[src/rtl/tmds_pkg.sv]
// TMDS symbol tables and mode encoding shared by the encoder bank.
// Latency: n/a (constants and a pure helper function only).
// Backpressure: n/a.
package tmds_pkg;

   typedef enum logic [2:0] {
      MODE_CTRL      = 3'd0,
      MODE_VIDEO     = 3'd1,
      MODE_VIDEO_GB  = 3'd2,
      MODE_ISLAND    = 3'd3,
      MODE_ISLAND_GB = 3'd4
   } tmds_mode_t;

   // Indexed by {C1,C0}.
   localparam logic [9:0] CTRL_CODE [4] = '{
      10'b1101010100, 10'b0010101011, 10'b0101010100, 10'b1010101011
   };

   // Indexed by the 4-bit TERC4 nibble.
   localparam logic [9:0] TERC4_CODE [16] = '{
      10'b1010011100, 10'b1001100011, 10'b1011100100, 10'b1011100010,
      10'b0101110001, 10'b0100011110, 10'b0110001110, 10'b0100111100,
      10'b1011001100, 10'b0100111001, 10'b0110011100, 10'b1011000110,
      10'b1010001110, 10'b1001110001, 10'b0101100011, 10'b1011000011
   };

   // Video leading guard band, indexed by channel.
   localparam logic [9:0] VIDEO_GB [3] = '{
      10'b1011001100, 10'b0100110011, 10'b1011001100
   };

   // Data island guard band on channels 1 and 2 (channel 0 carries TERC4 of sync).
   localparam logic [9:0] ISLAND_GB_CH12 = 10'b0100110011;

   // Population count of a byte, 0..8.
   function automatic logic [3:0] ones8(input logic [7:0] v);
      logic [3:0] n;
      n = 4'd0;
      for (int i = 0; i < 8; i++) n = n + {3'b000, v[i]};
      return n;
   endfunction

endpackage

[src/rtl/tmds_encoder_bank_if.sv]
// Bus between the HDMI mode sequencer and the TMDS encoder bank.
// Latency: n/a (wiring only).
// Backpressure: none; in_valid qualifies a word, out_valid marks each encoded word.
//   master: sequencer side (drives in_valid/mode/data, observes tmds/disparity)
//   slave : encoder side
interface tmds_encoder_bank_if #(
   parameter int NUM_CHANNELS     = 3,
   parameter int PIXELS_PER_CLOCK = 1
);
   logic                                                  in_valid;
   logic [PIXELS_PER_CLOCK-1:0][2:0]                      mode;
   logic [PIXELS_PER_CLOCK-1:0][NUM_CHANNELS-1:0][7:0]    video_data;
   logic [PIXELS_PER_CLOCK-1:0][NUM_CHANNELS-1:0][3:0]    data_island_data;
   logic [PIXELS_PER_CLOCK-1:0][NUM_CHANNELS-1:0][1:0]    control_data;
   logic                                                  out_valid;
   logic [PIXELS_PER_CLOCK-1:0][NUM_CHANNELS-1:0][9:0]    tmds;
   logic [NUM_CHANNELS-1:0][4:0]                          disparity;

   modport master (
      output in_valid, mode, video_data, data_island_data, control_data,
      input  out_valid, tmds, disparity
   );

   modport slave (
      input  in_valid, mode, video_data, data_island_data, control_data,
      output out_valid, tmds, disparity
   );
endinterface

[src/rtl/tmds_qm_stage.sv]
// Transition-minimising first step of TMDS video coding: byte D -> q_m[8:0] and N1(q_m[7:0]).
// Latency: combinational.
// Backpressure: none.
//   d   : input pixel byte
//   q_m : transition-minimised word, q_m[8]=1 means the XOR chain was used
//   n1  : number of ones in q_m[7:0]
module tmds_qm_stage
   import tmds_pkg::*;
(
   input  logic [7:0] d,
   output logic [8:0] q_m,
   output logic [3:0] n1
);

   logic [3:0] n1_d;
   logic       use_xnor;
   logic [7:0] chain;

   always_comb begin
      n1_d     = ones8(d);
      use_xnor = (n1_d > 4'd4) || ((n1_d == 4'd4) && !d[0]);
      chain    = 8'h00;
      chain[0] = d[0];
      for (int i = 1; i < 8; i++) begin
         chain[i] = use_xnor ? ~(chain[i-1] ^ d[i]) : (chain[i-1] ^ d[i]);
      end
   end

   assign q_m = {~use_xnor, chain};
   assign n1  = ones8(chain);

endmodule

[src/rtl/tmds_encoder_bank.sv]
// Multi-channel, multi-lane TMDS encoder (video 8b/10b, control, TERC4, guard bands).
// Latency: a word captured at one clk_pixel edge appears on tmds after the following edge.
// Backpressure: none; in_valid=0 inserts a bubble, outputs and disparity hold through it.
//   clk_pixel : word clock
//   reset     : synchronous, active-high
//   bus       : slave side of tmds_encoder_bank_if (inputs, tmds words, per-channel disparity)
module tmds_encoder_bank
   import tmds_pkg::*;
#(
   parameter int NUM_CHANNELS     = 3,
   parameter int PIXELS_PER_CLOCK = 1
) (
   input  logic                 clk_pixel,
   input  logic                 reset,
   tmds_encoder_bank_if.slave   bus
);

   localparam int NCH = NUM_CHANNELS;
   localparam int PPC = PIXELS_PER_CLOCK;

   // ---------------- stage 1: q_m and N1 per lane/channel ----------------
   logic [PPC-1:0][NCH-1:0][8:0] qm_c;
   logic [PPC-1:0][NCH-1:0][3:0] n1_c;

   for (genvar l = 0; l < PPC; l++) begin : g_qm_lane
      for (genvar c = 0; c < NCH; c++) begin : g_qm_ch
         tmds_qm_stage u_qm (
            .d   (bus.video_data[l][c]),
            .q_m (qm_c[l][c]),
            .n1  (n1_c[l][c])
         );
      end
   end

   logic                          s1_vld;
   logic [PPC-1:0][2:0]           s1_mode;
   logic [PPC-1:0][NCH-1:0][8:0]  s1_qm;
   logic [PPC-1:0][NCH-1:0][3:0]  s1_n1;
   logic [PPC-1:0][NCH-1:0][1:0]  s1_ctrl;
   logic [PPC-1:0][NCH-1:0][3:0]  s1_terc;

   always_ff @(posedge clk_pixel) begin
      if (reset) begin
         s1_vld <= 1'b0;
      end else begin
         s1_vld <= bus.in_valid;
         if (bus.in_valid) begin
            s1_mode <= bus.mode;
            s1_qm   <= qm_c;
            s1_n1   <= n1_c;
            s1_ctrl <= bus.control_data;
            s1_terc <= bus.data_island_data;
         end
      end
   end

   // ---------------- stage 2: disparity chain across lanes ----------------
   logic                          out_valid_q;
   logic [PPC-1:0][NCH-1:0][9:0]  tmds_q;
   logic [NCH-1:0][4:0]           disp_q;
   logic [PPC-1:0][NCH-1:0][9:0]  tmds_nxt;
   logic [NCH-1:0][4:0]           disp_nxt;

   for (genvar c = 0; c < NCH; c++) begin : g_chain
      logic [PPC-1:0][9:0] sym;
      logic signed [4:0]   cnt_end;

      always_comb begin
         logic signed [4:0] cnt;
         logic signed [4:0] diff;
         logic              q8;
         logic [7:0]        qm;
         logic [3:0]        n1;
         cnt  = $signed(disp_q[c]);
         sym  = '0;
         diff = 5'sd0;
         q8   = 1'b0;
         qm   = 8'h00;
         n1   = 4'd0;
         for (int l = 0; l < PPC; l++) begin
            q8   = s1_qm[l][c][8];
            qm   = s1_qm[l][c][7:0];
            n1   = s1_n1[l][c];
            // N1 - N0 of q_m[7:0]; 5-bit wrap is intentional (range -8..+8).
            diff = $signed({n1, 1'b0}) - 5'sd8;
            case (s1_mode[l])
               MODE_VIDEO: begin
                  if ((cnt == 5'sd0) || (n1 == 4'd4)) begin
                     sym[l] = {~q8, q8, q8 ? qm : ~qm};
                     cnt    = cnt + (q8 ? diff : -diff);
                  end else if (((cnt > 5'sd0) && (n1 > 4'd4)) ||
                               ((cnt < 5'sd0) && (n1 < 4'd4))) begin
                     sym[l] = {1'b1, q8, ~qm};
                     cnt    = cnt + (q8 ? 5'sd2 : 5'sd0) - diff;
                  end else begin
                     sym[l] = {1'b0, q8, qm};
                     cnt    = cnt + diff - (q8 ? 5'sd0 : 5'sd2);
                  end
               end
               MODE_VIDEO_GB: begin
                  sym[l] = VIDEO_GB[c];
                  cnt    = 5'sd0;
               end
               MODE_ISLAND: begin
                  sym[l] = TERC4_CODE[s1_terc[l][c]];
                  cnt    = 5'sd0;
               end
               MODE_ISLAND_GB: begin
                  // Channel 0 keeps hsync/vsync visible through the guard band.
                  sym[l] = (c == 0) ? TERC4_CODE[{2'b11, s1_ctrl[l][c]}] : ISLAND_GB_CH12;
                  cnt    = 5'sd0;
               end
               default: begin
                  // Control period, and the fallback for undefined modes.
                  sym[l] = CTRL_CODE[s1_ctrl[l][c]];
                  cnt    = 5'sd0;
               end
            endcase
         end
         cnt_end = cnt;
      end

      for (genvar l = 0; l < PPC; l++) begin : g_sym
         assign tmds_nxt[l][c] = sym[l];
      end
      assign disp_nxt[c] = cnt_end;
   end

   always_ff @(posedge clk_pixel) begin
      if (reset) begin
         out_valid_q <= 1'b0;
         disp_q      <= '0;
         for (int l = 0; l < PPC; l++) begin
            for (int c = 0; c < NCH; c++) begin
               tmds_q[l][c] <= CTRL_CODE[0];
            end
         end
      end else begin
         out_valid_q <= s1_vld;
         if (s1_vld) begin
            tmds_q <= tmds_nxt;
            disp_q <= disp_nxt;
         end
      end
   end

   assign bus.out_valid = out_valid_q;
   assign bus.tmds      = tmds_q;
   assign bus.disparity = disp_q;

endmodule

[src/flat_wrapper.sv]
// flat-port wrapper written by rule: the top's interface ports become plain ports
module tmds_encoder_bank_flat import tmds_pkg::*;
#(
   parameter int NUM_CHANNELS     = 3,
   parameter int PIXELS_PER_CLOCK = 1
)
  (clk_pixel, reset, bus_in_valid, bus_mode, bus_video_data, bus_data_island_data, bus_control_data, bus_out_valid, bus_tmds, bus_disparity);
  tmds_encoder_bank_if #(.NUM_CHANNELS(NUM_CHANNELS), .PIXELS_PER_CLOCK(PIXELS_PER_CLOCK)) bus_i ();
  input  logic clk_pixel;
  input  logic reset;
  input wire logic [$bits(bus_i.in_valid)-1:0] bus_in_valid;
  input wire logic [$bits(bus_i.mode)-1:0] bus_mode;
  input wire logic [$bits(bus_i.video_data)-1:0] bus_video_data;
  input wire logic [$bits(bus_i.data_island_data)-1:0] bus_data_island_data;
  input wire logic [$bits(bus_i.control_data)-1:0] bus_control_data;
  output wire logic [$bits(bus_i.out_valid)-1:0] bus_out_valid;
  output wire logic [$bits(bus_i.tmds)-1:0] bus_tmds;
  output wire logic [$bits(bus_i.disparity)-1:0] bus_disparity;
  assign bus_i.in_valid = bus_in_valid;
  assign bus_i.mode = bus_mode;
  assign bus_i.video_data = bus_video_data;
  assign bus_i.data_island_data = bus_data_island_data;
  assign bus_i.control_data = bus_control_data;
  assign bus_out_valid = bus_i.out_valid;
  assign bus_tmds = bus_i.tmds;
  assign bus_disparity = bus_i.disparity;
  tmds_encoder_bank #(.NUM_CHANNELS(NUM_CHANNELS), .PIXELS_PER_CLOCK(PIXELS_PER_CLOCK)) u_core (.clk_pixel(clk_pixel), .reset(reset), .bus(bus_i));
endmodule
[config.mk]
export PLATFORM = sky130hd
export DESIGN_NAME = tmds_encoder_bank_flat
export DESIGN_NICKNAME = d
export VERILOG_FILES = /design/src/rtl/tmds_pkg.sv /design/src/rtl/tmds_encoder_bank_if.sv /design/src/rtl/tmds_qm_stage.sv /design/src/rtl/tmds_encoder_bank.sv /design/src/flat_wrapper.sv
export SDC_FILE = /design/constraint.sdc
export NUM_CORES = 1
export LEC_CHECK = 0
export ABC_AREA = 1
export CORE_MARGIN = 8
export CORE_UTILIZATION = 49
export CTS_CLUSTER_SIZE = 40
export DETAILED_ROUTE_END_ITERATION = 10
export PLACE_DENSITY_LB_ADDON = 0.1
export SLEW_MARGIN = 5
export SYNTH_ARGS = -nofsm -noshare
export SYNTH_HDL_FRONTEND = slang
export SYNTH_HIERARCHICAL = 1
export SYNTH_SLANG_ARGS = --single-unit
[constraint.sdc]
create_clock -name clk_pixel -period 8.19 [get_ports clk_pixel]
set_input_delay 1.2285 -clock clk_pixel [delete_from_list [all_inputs] [get_ports clk_pixel]]
set_output_delay 1.2285 -clock clk_pixel [all_outputs]
set_load 0.1 [all_outputs]
# Yosys cells after proc, flatten, opt, wreduce, memory -nomap -nowiden
# Memories as Yosys holds them, arrays and structs flattened.
# Cells that the tools add are included.
[op_classes] addsub=63 order_cmp=22 eq_ne=10 n_mux=68 bitwise_logic=59 reduce_logical=26
[op_table] operator="$mux W10" count=20
[op_table] operator="$add A4 B1 Y4" count=24
[op_table] operator="$pmux W10 S4" count=2
[op_table] operator="$bmux W10 S2" count=3
[op_table] operator="$mux W5" count=12
[op_table] operator="$add A5 B5 Y5" count=9
[op_table] operator="$pmux W10 S3" count=1
[op_table] operator="$sub A5 B5 Y5" count=6
[op_table] operator="$not A1 Y1" count=28
[op_table] operator="$add A3 B1 Y4" count=6
[op_table] operator="$eq A4 B3 Y1 const B" count=6
[op_table] operator="$gt A4 B3 Y1 const B" count=6
[op_table] operator="$mux W8" count=3
[op_table] operator="$not A8 Y8" count=3
[op_table] operator="$mux W1" count=21
[op_table] operator="$xor A1 B1 Y1" count=21
[op_table] operator="$ge A5 B5 Y1 const B" count=4
[op_table] operator="$not A4 Y5" count=4
[op_table] operator="$add A2 B1 Y3" count=6
[op_table] operator="$gt A5 B1 Y1 const B" count=3
[op_table] operator="$logic_not A5 Y1" count=3
[op_table] operator="$lt A5 B1 Y1 const B" count=3
[op_table] operator="$neg A5 Y5" count=3
[op_table] operator="$sub A5 B5 Y5 const B" count=3
[op_table] operator="13 further kinds" count=48
[totals] regBits=107 rom_bits=640 inputBits=48 wordCells=273 mem_count=4
[memory_table] name="(no name shown)" words=16 word_bits=10 rd=1 rd_ports_with_merged_regs=0 wr=0 line="tmds_encoder_bank.sv:105" rtl="sym[l] = TERC4_CODE[s1_terc[l][c]];"
[memory_table] name="(no name shown)" words=16 word_bits=10 rd=1 rd_ports_with_merged_regs=0 wr=0 line="tmds_encoder_bank.sv:105"
[memory_table] name="(no name shown)" words=16 word_bits=10 rd=1 rd_ports_with_merged_regs=0 wr=0 line="tmds_encoder_bank.sv:105"
[memory_table] name="(no name shown)" words=16 word_bits=10 rd=1 rd_ports_with_merged_regs=0 wr=0 line="tmds_encoder_bank.sv:110" rtl="sym[l] = (c == 0) ? TERC4_CODE[{2'b11, s1_ctrl[l][c]}] : ISLAND_GB_CH12;"

# Logic depth before layout (Yosys ltp)
[depth] word_depth=30 ltp_mapped=22 mapped_depth_nobuf=22

# Cells and area by module
# The synthesis kept the hierarchy.
[modules_own_cells] mod="tmds_encoder_bank" n_inst=1 cells_each=954 area_per_inst_um2=7494.7 seq_area_each_um2=2682.6
[modules_own_cells] mod="tmds_qm_stage at u_core.g_qm_lane[0].g_qm_ch[0].u_qm ..." n_inst=2 cells_each=81 area_per_inst_um2=610.6 seq_area_each_um2=0.0
[modules_own_cells] mod="tmds_qm_stage at u_core.g_qm_lane[0].g_qm_ch[2].u_qm" n_inst=1 cells_each=82 area_per_inst_um2=585.6 seq_area_each_um2=0.0

# Worst setup path before layout
# OpenSTA, ideal clock, no wires.
[synth_path] kind="input -> register" start="input bus_video_data[16]" end="register u_core/g_chain[2].$4.n1[1] (netlist name)" arrival_time_ns=6.204 required_ns=7.940 slack_ns=1.736 stages=20 cell_sequence="inv_1 -> fa_1 -> fa_1 -> fa_1 -> inv_1 -> ha_1 -> fa_1 -> nor2_1 -> nand2_1 -> a21oi_4 -> xor2_1 -> inv_1 -> fa_1 -> fa_1 -> inv_1 -> fa_1 -> ha_1 -> inv_1 -> fa_1 -> inv_1"
[synth_lines] element="start: declaration" line="flat_wrapper.sv:13" rtl="input wire logic [$bits(bus_i.video_data)-1:0] bus_video_data;"

==> impl_metrics.json <==
{
  "outcome": "complete, no violations",
  "synth_edf_count": 60,
  "yosysWarnings": 6,
  "clockBufferDepth": 2,
  "dp_slack_ns": 0.8658,
  "cts.sinks": 104,
  "worst_slack_ns": 1.157,
  "synth_seq_area_share_pct": 28.84,
  "root_buffer": "clkbuf_16",
  "power.switching_w": 0.001244,
  "p_seq_share_pct": 27.0,
  "crit_chain": "clkdlybuf4s50_1 -> inv_1 -> fa_1 -> fa_1 -> fa_1 -> inv_1 -> ha_1 -> fa_1 -> o31ai_1 -> nand2_1 -> xnor2_1 -> inv_1 -> fa_1 -> fa_1 -> inv_1 -> fa_1 -> ha_1 -> inv_1 -> fa_1 -> xnor2_1",
  "n_antenna_cell": 0,
  "rr_worst_depth": 9,
  "cts-resized-gates": 0,
  "syn_inst": 1198,
  "crit_slowest_cell": "fa_1",
  "slew_viol_final": 0,
  "start_kind": "input pin",
  "synth-seq-cells": 104,
  "dp_hpwl_um": 17530,
  "worstHoldPathType": "reg2reg",
  "holdWs_ns": 0.4663,
  "fmax_mhz": 142.2,
  "drc": 0,
  "ys_types": 44,
  "drtAntennaViolNets": 0,
  "vias": 7779,
  "clk_pin_slew_ns": 0.07,
  "area_growth_pct": 14.58,
  "grt_max_degree": 61,
  "nFillCells": 1813,
  "final_hold_viol_count": 0,
  "worstPathMaxFanout": 5,
  "cts_setup_buffers": 0,
  "grt_pass1_vias": 7461,
  "cp_data_required_time_ns": 8.30,
  "pwr-share-clk_pct": 15.5,
  "dr.pass1.iters": 5,
  "drv_cap": 0,
  "die_y_um": 153.8,
  "clk-insertion-delay-late_ns": 0.35,
  "tns_ns": 0,
  "placementRows": 50,
  "start_util_pct": 49.89,
  "worstReg2RegEnd": "u_core/bus.disparity[12]$_SDFFE_PP0P_",
  "cp-end-kind": "flop",
  "layout_common_cells": "nand2_1, inv_1, nand3_1",
  "switching_share_pct": 44.61,
  "ir_drop_mv": 0.1920,
  "power_w": 0.002789,
  "power.density_nw_per_um2": 261.7,
  "core_region_area_sq_um": 18640,
  "setup_viol": 0,
  "ctsHoldBuffers": 0,
  "rsz0062_at_grt": "false",
  "io_buffers": 90,
  "p_int_w": 0.001545,
  "wl_um": 22270,
  "crit_type": "in2reg",
  "layout_commonest_cell": "nand2_1",
  "critPathMaxStageDelay_ns": 0.57,
  "track_usage_pct": 18.96,
  "cts_tree": "built",
  "avgSynthCellArea_sq_um": 7.764,
  "whs_path_depth": 2,
  "min_from": "u_core/bus.tmds[17]$_SDFFE_PP0P_",
  "io_pins": 94,
  "worst_pin_slew_ns": 0.9870,
  "hold_end": "u_core/bus.tmds[17]$_SDFFE_PP0P_",
  "synth-async-reset-ratio_pct": 0,
  "place_congestion": 0.9051,
  "cp_common_cell": "fa_1",
  "synth_ff_type": "edfxtp_1",
  "r2r_slack_ns": 5.74,
  "drt-initial-drc-count": 420,
  "post_drt_wl_per_cell_um": 14.69,
  "cts_buffers": 9,
  "h-tree-depth": 3,
  "grt_pass1_wl_um": 36650,
  "overflow": 0,
  "die_area_sq_um": 23650,
  "power_frac_comb_pct": 57.5,
  "via_per_inst": 5.131,
  "fin_crit_ns": 7.033,
  "grt_antenna_before_repair": 0,
  "slew_headroom_pct": 33.99,
  "critical_path.reg2reg.startpoint": "u_core/g_chain[2].$4.q8$_DFFE_PP_",
  "p_leak_nw": 5.126,
  "skew_ns": 0.007400,
  "cp.arrival_ns": 7.14,
  "synth_area_sq_um": 9301,
  "final_layout_size_suffix_gt1_share_pct": 8.268,
  "nNetsFinal": 1457,
  "min_period_over_period_pct": 85.88,
  "die_w_um": 153.8
}
## cell type report
cell class                      instances  area [sq um]  area share, %
Multi-Input combinational cell        843          5610          52.64
Sequential cell                       104          2683          25.17
Timing Repair Buffer                   93         918.4          8.617
Inverter                              226         863.3          8.101
Tap cell                              234         292.8          2.747
Clock buffer                           11         232.7          2.184
Clock inverter                          5         57.56         0.5400
## sequential cells by signal, indices dropped and copies added, names as in the netlist, 3 cells and up
register and count:
u_core/s1_ctrl 6, u_core/bus.tmds 30, u_core/g_chain.$4.qm 24, u_core/g_chain.$4.n1 12, u_core/g_chain.$4.q8 3, u_core/bus.disparity 12
u_core/s1_terc 12, u_core/s1_mode 3
## metrics by stage
step           instance area [sq um]  util, %  std cells
3_5_place_dp                   10370    55.61       1500
6_report                       10660    57.17       1516
2_1_floorplan                   9309        -       1200
4_1_cts                        10660    57.17       1516
3_3_place_gp                   10370    55.61       1500
5_1_grt                        10660    57.17       1516
## worst max-delay path by stage
| stage | from | endpoint | slack [ns] | cells past startpoint |
|---|---|---|---|---|
| after floorplan | bus_video_data[16] | u_core/g_chain[2].$4.n1[1]$_DFFE_PP_ | 1.74 | 20 |
| after global placement | bus_video_data[8] | u_core/g_chain[1].$4.n1[2]$_DFFE_PP_ | 0.99 | 20 |
| after detailed placement | bus_video_data[16] | u_core/g_chain[2].$4.n1[2]$_DFFE_PP_ | 0.87 | 21 |
| after CTS | bus_video_data[8] | u_core/g_chain[1].$4.n1[2]$_DFFE_PP_ | 1.21 | 20 |
| after global routing | bus_video_data[16] | u_core/g_chain[2].$4.n1[2]$_DFFE_PP_ | 0.98 | 21 |
| final | bus_video_data[8] | u_core/g_chain[1].$4.n1[2]$_DFFE_PP_ | 1.16 | 20 |
## power groups by stage
stage               Clock [W]  Sequential [W]  Combinational [W]
floorplan                   0        0.000828            0.00119
global placement            0        0.000764            0.00156
detailed placement          0        0.000763            0.00160
CTS                  0.000444        0.000753            0.00161
global route         0.000462        0.000761            0.00187
finish               0.000433        0.000753            0.00160
## synthesized netlist by cell type, types with 13 or more instances
| cell type | count | share of area, % |
|---|---|---|
| nand2_4 | 18 | 2.2 |
| nand2_2 | 17 | 1.1 |
| dfxtp_1 | 44 | 9.5 |
| fa_1 | 39 | 8.4 |
| inv_1 | 205 | 8.3 |
| xor2_1 | 14 | 1.3 |
| ha_1 | 93 | 13 |
| nand2_1 | 295 | 12 |
| nor2_1 | 41 | 1.7 |
| nand3_1 | 109 | 5.9 |
| edfxtp_1 | 60 | 19 |
| o211ai_1 | 13 | 1.0 |
| o21ai_0 | 49 | 2.6 |
| a21oi_1 | 76 | 4.1 |
| inv_2 | 14 | 0.56 |
| xnor2_1 | 13 | 1.2 |
## per-layer routing
metal  vias to the layer above  track usage, %  part of all wire, %
met5                         -               0                    0
met4                         0           5.506                  2.0
met3                        31           3.391                  5.0
met2                       186           32.52                   48
met1                      3595           23.97                   45
li1                       3967               -                    -
## critical path: cells and delay by family
kind / cells / cell delay [ns]
AOI/OAI and AO/OA: 1 / 0.25
xor gates and xnor gates: 2 / 0.42
adders and majority gates: 10 / 4.17
buffers and inverters: 6 / 0.88
and+or+nand+nor: 1 / 0.20
## kinds of logic after synthesis
kind of cell    Yosys count  synth area share, %
xor+xnor                 30                3.067
compound gates          168                10.36
fa+ha+maj               132                20.90
flops                   104                28.84
buf+inv                 253                11.00
simple gates            510                25.79
other cells               1              0.04032
(Power assumes the default switching activity.)
